==> config.mk <==
export PLATFORM = sky130hd
export DESIGN_NAME = mem_access_stage
export DESIGN_NICKNAME = d
export VERILOG_FILES = /design/src/rtl/pipe_pkg.sv /design/src/rtl/mem_load_align.sv /design/src/rtl/mem_access_stage.sv
export SDC_FILE = /design/constraint.sdc
export NUM_CORES = 1
export LEC_CHECK = 0
export ABC_AREA = 1
export CORE_ASPECT_RATIO = 1.4
export CORE_MARGIN = 2
export CORE_UTILIZATION = 42
export DETAILED_ROUTE_END_ITERATION = 12
export GPL_ROUTABILITY_DRIVEN = 0
export PLACE_DENSITY = 0.81
export SLEW_MARGIN = 20
export SYNTH_ARGS = -nofsm -noshare
export SYNTH_HDL_FRONTEND = slang
export SYNTH_SLANG_ARGS = --single-unit
==> constraint.sdc <==
create_clock -name clk -period 2.8 [get_ports clk]
set_input_delay 0.84 -clock clk [delete_from_list [all_inputs] [get_ports clk]]
set_output_delay 0.84 -clock clk [all_outputs]
set_load 0.01 [all_outputs]
==> src/rtl/pipe_pkg.sv <==
// Shared definitions for the pipeline's MEM stage: access sizes, FSM states, default bus timeout.
package pipe_pkg;

  localparam logic [1:0] SZ_BYTE = 2'b00;
  localparam logic [1:0] SZ_HALF = 2'b01;
  localparam logic [1:0] SZ_WORD = 2'b10;

  localparam int DEF_TIMEOUT_CYCLES = 16;

  typedef enum logic [1:0] {
    ST_IDLE   = 2'b00,
    ST_ACCESS = 2'b01,
    ST_DONE   = 2'b10
  } mem_state_t;

  // Size 2'b11 behaves as a word access everywhere.
  function automatic logic is_misaligned(input logic [1:0] size, input logic [1:0] lo);
    logic bad;
    case (size)
      SZ_BYTE: bad = 1'b0;
      SZ_HALF: bad = lo[0];
      default: bad = (lo != 2'b00);
    endcase
    return bad;
  endfunction

endpackage

==> src/rtl/mem_load_align.sv <==
// Load data formatter: picks the byte/half lane from a little-endian word and sign/zero extends it.
module mem_load_align
  import pipe_pkg::*;
(
  input  logic [31:0] rdata,
  input  logic [1:0]  addr,
  input  logic [1:0]  size,
  input  logic        sext,
  output logic [31:0] data
);

  logic [7:0]  byte_s;
  logic [15:0] half_s;

  // Lane select followed by extension.
  always_comb begin
    byte_s = 8'h00;
    half_s = 16'h0000;
    data   = 32'h0000_0000;
    case (addr)
      2'b00:   byte_s = rdata[7:0];
      2'b01:   byte_s = rdata[15:8];
      2'b10:   byte_s = rdata[23:16];
      2'b11:   byte_s = rdata[31:24];
      default: byte_s = 8'h00;
    endcase
    if (addr[1]) begin
      half_s = rdata[31:16];
    end else begin
      half_s = rdata[15:0];
    end
    case (size)
      SZ_BYTE: data = {{24{sext & byte_s[7]}}, byte_s};
      SZ_HALF: data = {{16{sext & half_s[15]}}, half_s};
      default: data = rdata;
    endcase
  end

endmodule

==> src/rtl/mem_access_stage.sv <==
// MEM stage: runs loads/stores over a req/ack data bus with timeout, stalls the pipe meanwhile.
// Optional build macro MEM_ALIGN_CHECK_EN adds misalignment trapping and the mem_alignerr port.
module mem_access_stage
  import pipe_pkg::*;
#(
  parameter int TIMEOUT_CYCLES = DEF_TIMEOUT_CYCLES,
  parameter int CNT_W          = 5
) (
  input  logic        clk,
  input  logic        clrn,
  input  logic [31:0] ex_alu,
  input  logic [31:0] ex_b,
  input  logic        ex_m2reg,
  input  logic        ex_wmem,
  input  logic        ex_wreg,
  input  logic [4:0]  ex_rn,
  input  logic [1:0]  ex_size,
  input  logic        ex_sext,
  output logic        dm_req,
  output logic        dm_we,
  output logic [31:0] dm_addr,
  output logic [3:0]  dm_be,
  output logic [31:0] dm_wdata,
  input  logic        dm_ack,
  input  logic [31:0] dm_rdata,
  output logic [31:0] mem_result,
  output logic [31:0] mem_mo,
  output logic        mem_m2reg,
  output logic        mem_wreg,
  output logic [4:0]  mem_rn,
  output logic        mem_stall,
  output logic        mem_buserr
`ifdef MEM_ALIGN_CHECK_EN
  ,
  output logic        mem_alignerr
`endif
);

  mem_state_t  state_r;
  mem_state_t  state_nxt_s;
  logic [CNT_W-1:0] cnt_r;
  logic [31:0] load_buf_r;
  logic        aborted_r;
  logic        acc_s;
  logic        misalign_s;
  logic        ack_hit_s;
  logic        timeout_s;
  logic [3:0]  store_be_s;
  logic [31:0] store_wdata_s;
  logic [31:0] fmt_s;

  assign acc_s     = ex_m2reg | ex_wmem;
  assign ack_hit_s = dm_req & dm_ack;
  assign timeout_s = (cnt_r == CNT_W'(TIMEOUT_CYCLES - 1));

`ifdef MEM_ALIGN_CHECK_EN
  assign misalign_s = is_misaligned(ex_size, ex_alu[1:0]);
`else
  assign misalign_s = 1'b0;
`endif

  assign mem_result = ex_alu;
  assign mem_m2reg  = ex_m2reg;
  assign mem_rn     = ex_rn;

  mem_load_align u_align (
    .rdata (load_buf_r),
    .addr  (ex_alu[1:0]),
    .size  (ex_size),
    .sext  (ex_sext),
    .data  (fmt_s)
  );

  // Little-endian store lane enables and replicated write data.
  always_comb begin
    store_be_s    = 4'b1111;
    store_wdata_s = ex_b;
    case (ex_size)
      SZ_BYTE: begin
        store_be_s    = 4'b0001 << ex_alu[1:0];
        store_wdata_s = {4{ex_b[7:0]}};
      end
      SZ_HALF: begin
        store_be_s    = ex_alu[1] ? 4'b1100 : 4'b0011;
        store_wdata_s = {2{ex_b[15:0]}};
      end
      default: begin
        store_be_s    = 4'b1111;
        store_wdata_s = ex_b;
      end
    endcase
  end

  // State register.
  always_ff @(posedge clk or negedge clrn) begin
    if (!clrn) begin
      state_r <= ST_IDLE;
    end else begin
      state_r <= state_nxt_s;
    end
  end

  // Next-state logic; ack wins over timeout on the last allowed cycle.
  always_comb begin
    state_nxt_s = ST_IDLE;
    case (state_r)
      ST_IDLE: begin
        if (acc_s) begin
          state_nxt_s = misalign_s ? ST_DONE : ST_ACCESS;
        end else begin
          state_nxt_s = ST_IDLE;
        end
      end
      ST_ACCESS: begin
        if (ack_hit_s || timeout_s) begin
          state_nxt_s = ST_DONE;
        end else begin
          state_nxt_s = ST_ACCESS;
        end
      end
      ST_DONE: state_nxt_s = ST_IDLE;
      default: state_nxt_s = ST_IDLE;
    endcase
  end

  // Pipeline-facing outputs; reset forces the stall low even with a pending access.
  always_comb begin
    mem_stall = 1'b0;
    mem_wreg  = 1'b0;
    mem_mo    = 32'h0000_0000;
    case (state_r)
      ST_IDLE:   mem_stall = clrn & acc_s;
      ST_ACCESS: mem_stall = clrn;
      ST_DONE:   mem_stall = 1'b0;
      default:   mem_stall = 1'b0;
    endcase
    if ((state_r == ST_DONE) && acc_s) begin
      mem_mo = fmt_s;
    end else begin
      mem_mo = 32'h0000_0000;
    end
    mem_wreg = ex_wreg & ~mem_stall & ~((state_r == ST_DONE) & aborted_r);
  end

  // Bus registers, timeout counter, load buffer and error pulses.
  always_ff @(posedge clk or negedge clrn) begin
    if (!clrn) begin
      dm_req     <= 1'b0;
      dm_we      <= 1'b0;
      dm_addr    <= 32'h0000_0000;
      dm_be      <= 4'b0000;
      dm_wdata   <= 32'h0000_0000;
      cnt_r      <= '0;
      load_buf_r <= 32'h0000_0000;
      aborted_r  <= 1'b0;
      mem_buserr <= 1'b0;
    end else begin
      mem_buserr <= 1'b0;
      case (state_r)
        ST_IDLE: begin
          cnt_r <= '0;
          if (acc_s && misalign_s) begin
            dm_req     <= 1'b0;
            aborted_r  <= 1'b1;
            load_buf_r <= 32'h0000_0000;
          end else if (acc_s) begin
            dm_req    <= 1'b1;
            dm_we     <= ex_wmem;
            dm_addr   <= {ex_alu[31:2], 2'b00};
            dm_be     <= ex_m2reg ? 4'b1111 : store_be_s;
            dm_wdata  <= store_wdata_s;
            aborted_r <= 1'b0;
          end else begin
            dm_req <= 1'b0;
          end
        end
        ST_ACCESS: begin
          if (ack_hit_s) begin
            dm_req     <= 1'b0;
            load_buf_r <= dm_rdata;
            cnt_r      <= '0;
          end else if (timeout_s) begin
            dm_req     <= 1'b0;
            load_buf_r <= 32'h0000_0000;
            aborted_r  <= 1'b1;
            mem_buserr <= 1'b1;
            cnt_r      <= '0;
          end else begin
            cnt_r <= cnt_r + CNT_W'(1);
          end
        end
        ST_DONE: begin
          aborted_r <= 1'b0;
          cnt_r     <= '0;
        end
        default: begin
          dm_req <= 1'b0;
          cnt_r  <= '0;
        end
      endcase
    end
  end

`ifdef MEM_ALIGN_CHECK_EN
  // One-cycle alignment fault pulse, high during the DONE cycle.
  always_ff @(posedge clk or negedge clrn) begin
    if (!clrn) begin
      mem_alignerr <= 1'b0;
    end else begin
      mem_alignerr <= (state_r == ST_IDLE) & acc_s & misalign_s;
    end
  end
`endif

endmodule

==> results.json, run 1 <==
{
  "status": "complete, but fails checks",
  "violations": "setup timing",
  "period_needed_ps": 2855,
  "finalSetupViolCount": 14,
  "cp-start-kind": "primary input",
  "clk_pin_slew_worst_paths_ps": 80,
  "place_inst": 1070,
  "drt_wl_total_um": 17550,
  "cts_hold_buf": 0,
  "rsz0062_at_grt": "yes",
  "power.density_mw_per_mm2": 873.2,
  "fill_cells": 1039,
  "synth_cell_types": 35,
  "grt-ovfl-total": 0,
  "clk_latency_ps": 350,
  "cts_buffer_depth": 2,
  "clkSinkCount": 109,
  "min_path_type": "reg2reg",
  "die_w_um": 101.4,
  "final_util_pct": 66.54,
  "muxShareOfSynthArea_pct": 0,
  "io_buffers": 240,
  "synth-compound-area-share_pct": 7.656,
  "final_cells": 1094,
  "synth_xor_area_share_pct": 0.3143,
  "hpwl_um": 12740,
  "synth_seq_cells": 109,
  "ioPinCount": 253,
  "hold_slack_ps": 475.5,
  "grt_pass1_wl_um": 27440,
  "p_leak_nw": 4.180,
  "synth_cells": 711,
  "synthAdderAreaFrac_pct": 0.2245,
  "ir_drop_mv": 0.5837,
  "synth_area_mm2": 0.005573,
  "cts_tree": "yes",
  "start_util_pct": 43.28,
  "end_kind": "output pin",
  "slew_headroom_pct": 41.54,
  "drive_gt1_share_pct": 15.65,
  "cp.arrival_ps": 2010,
  "yosys.area_share.simple_pct": 31.16,
  "final_antenna_net_count": 0,
  "die_h_um": 140.3,
  "slew_violations": 0,
  "synth_top_family_by_area": "simple AND/OR/NAND/NOR gates",
  "drt-initial-drc-count": 304,
  "cts-root-buf": "clkbuf_16",
  "viasPerCell": 5.025,
  "finalPower_mw": 7.481,
  "fin_worst_skew_ps": 10.37,
  "grt.total_usage_pct": 24.72,
  "yosysWarnings": 0,
  "grt_max_degree": 68,
  "grt_pass1_vias": 5320,
  "cts_buffers": 9,
  "layout_setup_ws_ps": -54.90,
  "die_area_mm2": 0.01422,
  "mostFrequentLayoutCell": "nand2_1",
  "core_mm2": 0.01287,
  "post_drt_wl_per_cell_um": 16.04,
  "areaGrowthSynthToFinish_pct": 53.73,
  "crit_type": "in2out",
  "placementRows": 49,
  "worst_slew_pin_slew_ps": 876.9,
  "first_pass_iters": 4,
  "vias": 5497,
  "period_share_pct": 102.0,
  "layout_common_cells": "nand2_1 (249), clkdlybuf4s50_1 (198), dfrtp_1 (109)",
  "cp_data_required_time_ps": 1960,
  "drcViolationCount": 0,
  "avgSynthCellArea_um2": 7.838,
  "synth_seq_area_share_pct": 48.94,
  "fin_nets": 1045,
  "antenna_found_initial": 2,
  "max_freq_ghz": 0.3503,
  "hold_viol_final": 0,
  "h-tree-depth": 3,
  "cp_max_fo": 7,
  "cap_violations": 0
}
==> where the power goes <==
part           internal (mW)  switching (mW)  leakage, nW
Clock                  0.731           0.605        0.148
Combinational           1.63            1.78         2.69
Sequential              2.28           0.457         1.34
Total                   4.64            2.84         4.18
==> routing by layer <==
layer | part of all wire (%) | track usage (%)
met1 | 39 | 30.47
met2 | 52 | 42.24
met3 | 4.5 | 3.343
met4 | 4.1 | 11.66
met5 | 0 | 0
==> final timing paths <==
path	from	to	slack, ps	depth (start not counted)
setup / recovery	ex_size[0]	mem_mo[20]	-50	11
hold / removal	cnt_r[0]	cnt_r[0]	480	1
setup reg to reg	cnt_r[0]	load_buf_r[26]	810	6
hold reg to reg	cnt_r[0]	cnt_r[0]	480	1
max in group asynchronous	clrn	dm_wdata[2]	940	3
min in group asynchronous	clrn	cnt_r[1]	570	2
==> sequential cells by signal (all words and copies together) (netlist names) <==
register	count
aborted_r	1
dm_wdata	32
cnt_r	5
state_r	2
load_buf_r	32
dm_req	1
dm_addr	30
mem_buserr	1
dm_be	4
dm_we	1
==> Yosys cell counts <==
cell type | n | area [µm²]
a211oi_1 | 1 | 7.510
a21oi_1 | 19 | 95.09
a21oi_2 | 1 | 8.760
a31oi_1 | 10 | 62.56
buf_1 | 3 | 11.26
buf_12 | 1 | 20.02
buf_2 | 8 | 40.04
buf_4 | 41 | 307.8
buf_6 | 1 | 11.26
clkbuf_1 | 19 | 71.32
clkinv_1 | 1 | 3.750
conb_1 | 1 | 3.750
dfrtp_1 | 109 | 2728
ha_1 | 1 | 12.51
inv_1 | 44 | 165.2
inv_2 | 3 | 11.26
inv_4 | 1 | 6.260
nand2_1 | 256 | 960.9
nand2_2 | 2 | 12.51
nand2_4 | 1 | 11.26
nand3_1 | 75 | 375.4
nand3_2 | 1 | 10.01
nand3_4 | 1 | 17.52
nor2_1 | 47 | 176.4
nor2_2 | 2 | 12.51
nor2_4 | 11 | 123.9
nor2_8 | 1 | 20.02
nor3_4 | 1 | 16.27
o211ai_1 | 1 | 7.510
o21ai_0 | 37 | 185.2
o21ai_2 | 1 | 8.760
o21bai_1 | 1 | 7.510
o22ai_1 | 7 | 43.79
xnor2_1 | 1 | 8.760
xor2_1 | 1 | 8.760
==> cell families after synthesis <==
| logic type | after synthesis |
|---|---|
| other | 1 |
| adders and majority gates | 1 |
| and+or+nand+nor | 398 |
| buffers and inverters | 122 |
| xor gates and xnor gates | 2 |
| AOI/OAI and AO/OA | 78 |
| DFF | 109 |
==> per-stage QoR <==
step                area [µm²]  setup WS (ps)  setup TNS (ps)
global placement          8044         -924.8          -29130
detailed placement        8044         -956.7          -30160
CTS                       8458         -77.58          -571.9
finish                    8567         -54.90          -449.8
global route              8567         -97.72           -1241
floorplan                 5577          63.00               0
==> area by class of cell <==
class | count | area (µm²) | share of cell area (%)
Multi-Input combinational cell | 481 | 2369 | 27.65
Sequential cell | 109 | 2728 | 31.84
Inverter | 49 | 192.7 | 2.249
Tap cell | 153 | 191.4 | 2.235
Clock buffer | 11 | 242.7 | 2.833
Antenna cell | 2 | 5.005 | 0.05842
Timing Repair Buffer | 284 | 2773 | 32.36
Clock inverter | 5 | 66.31 | 0.7741
==> critical path, cell delays in order <==
cell and delay, ps:
buf_6 90, buf_6 120, nor2_8 110, inv_4 50, a21oi_4 150, nand3_4 110, nand3_4 100, nand2_8 80
buf_12 150, nor2_2 80, buf_2 130
==> what timing repair did <==
action / CTS / global route
pin swaps: 9 / 8
endpoints found under the setup margin: 37 / 32
buffers inserted: 2 / 2
hold endpoints to repair: 0 / 0
gates cloned: 2 / 0
resized for setup: 207 / 22
(Power assumes the default switching activity.)
==> inputs of run 2 (changes only) <==
--- a/config.mk
+++ b/config.mk
@@ -6,11 +6,13 @@
 export NUM_CORES = 1
 export LEC_CHECK = 0
 export ABC_AREA = 1
+export CAP_MARGIN = 20
 export CORE_ASPECT_RATIO = 1.4
 export CORE_MARGIN = 2
 export CORE_UTILIZATION = 42
 export DETAILED_ROUTE_END_ITERATION = 12
 export GPL_ROUTABILITY_DRIVEN = 0
+export HOLD_SLACK_MARGIN = 0.15
 export PLACE_DENSITY = 0.81
 export SLEW_MARGIN = 20
 export SYNTH_ARGS = -nofsm -noshare
==> results of run 2 <==
Final layout, timing and power as in run 1 (identical DEF).
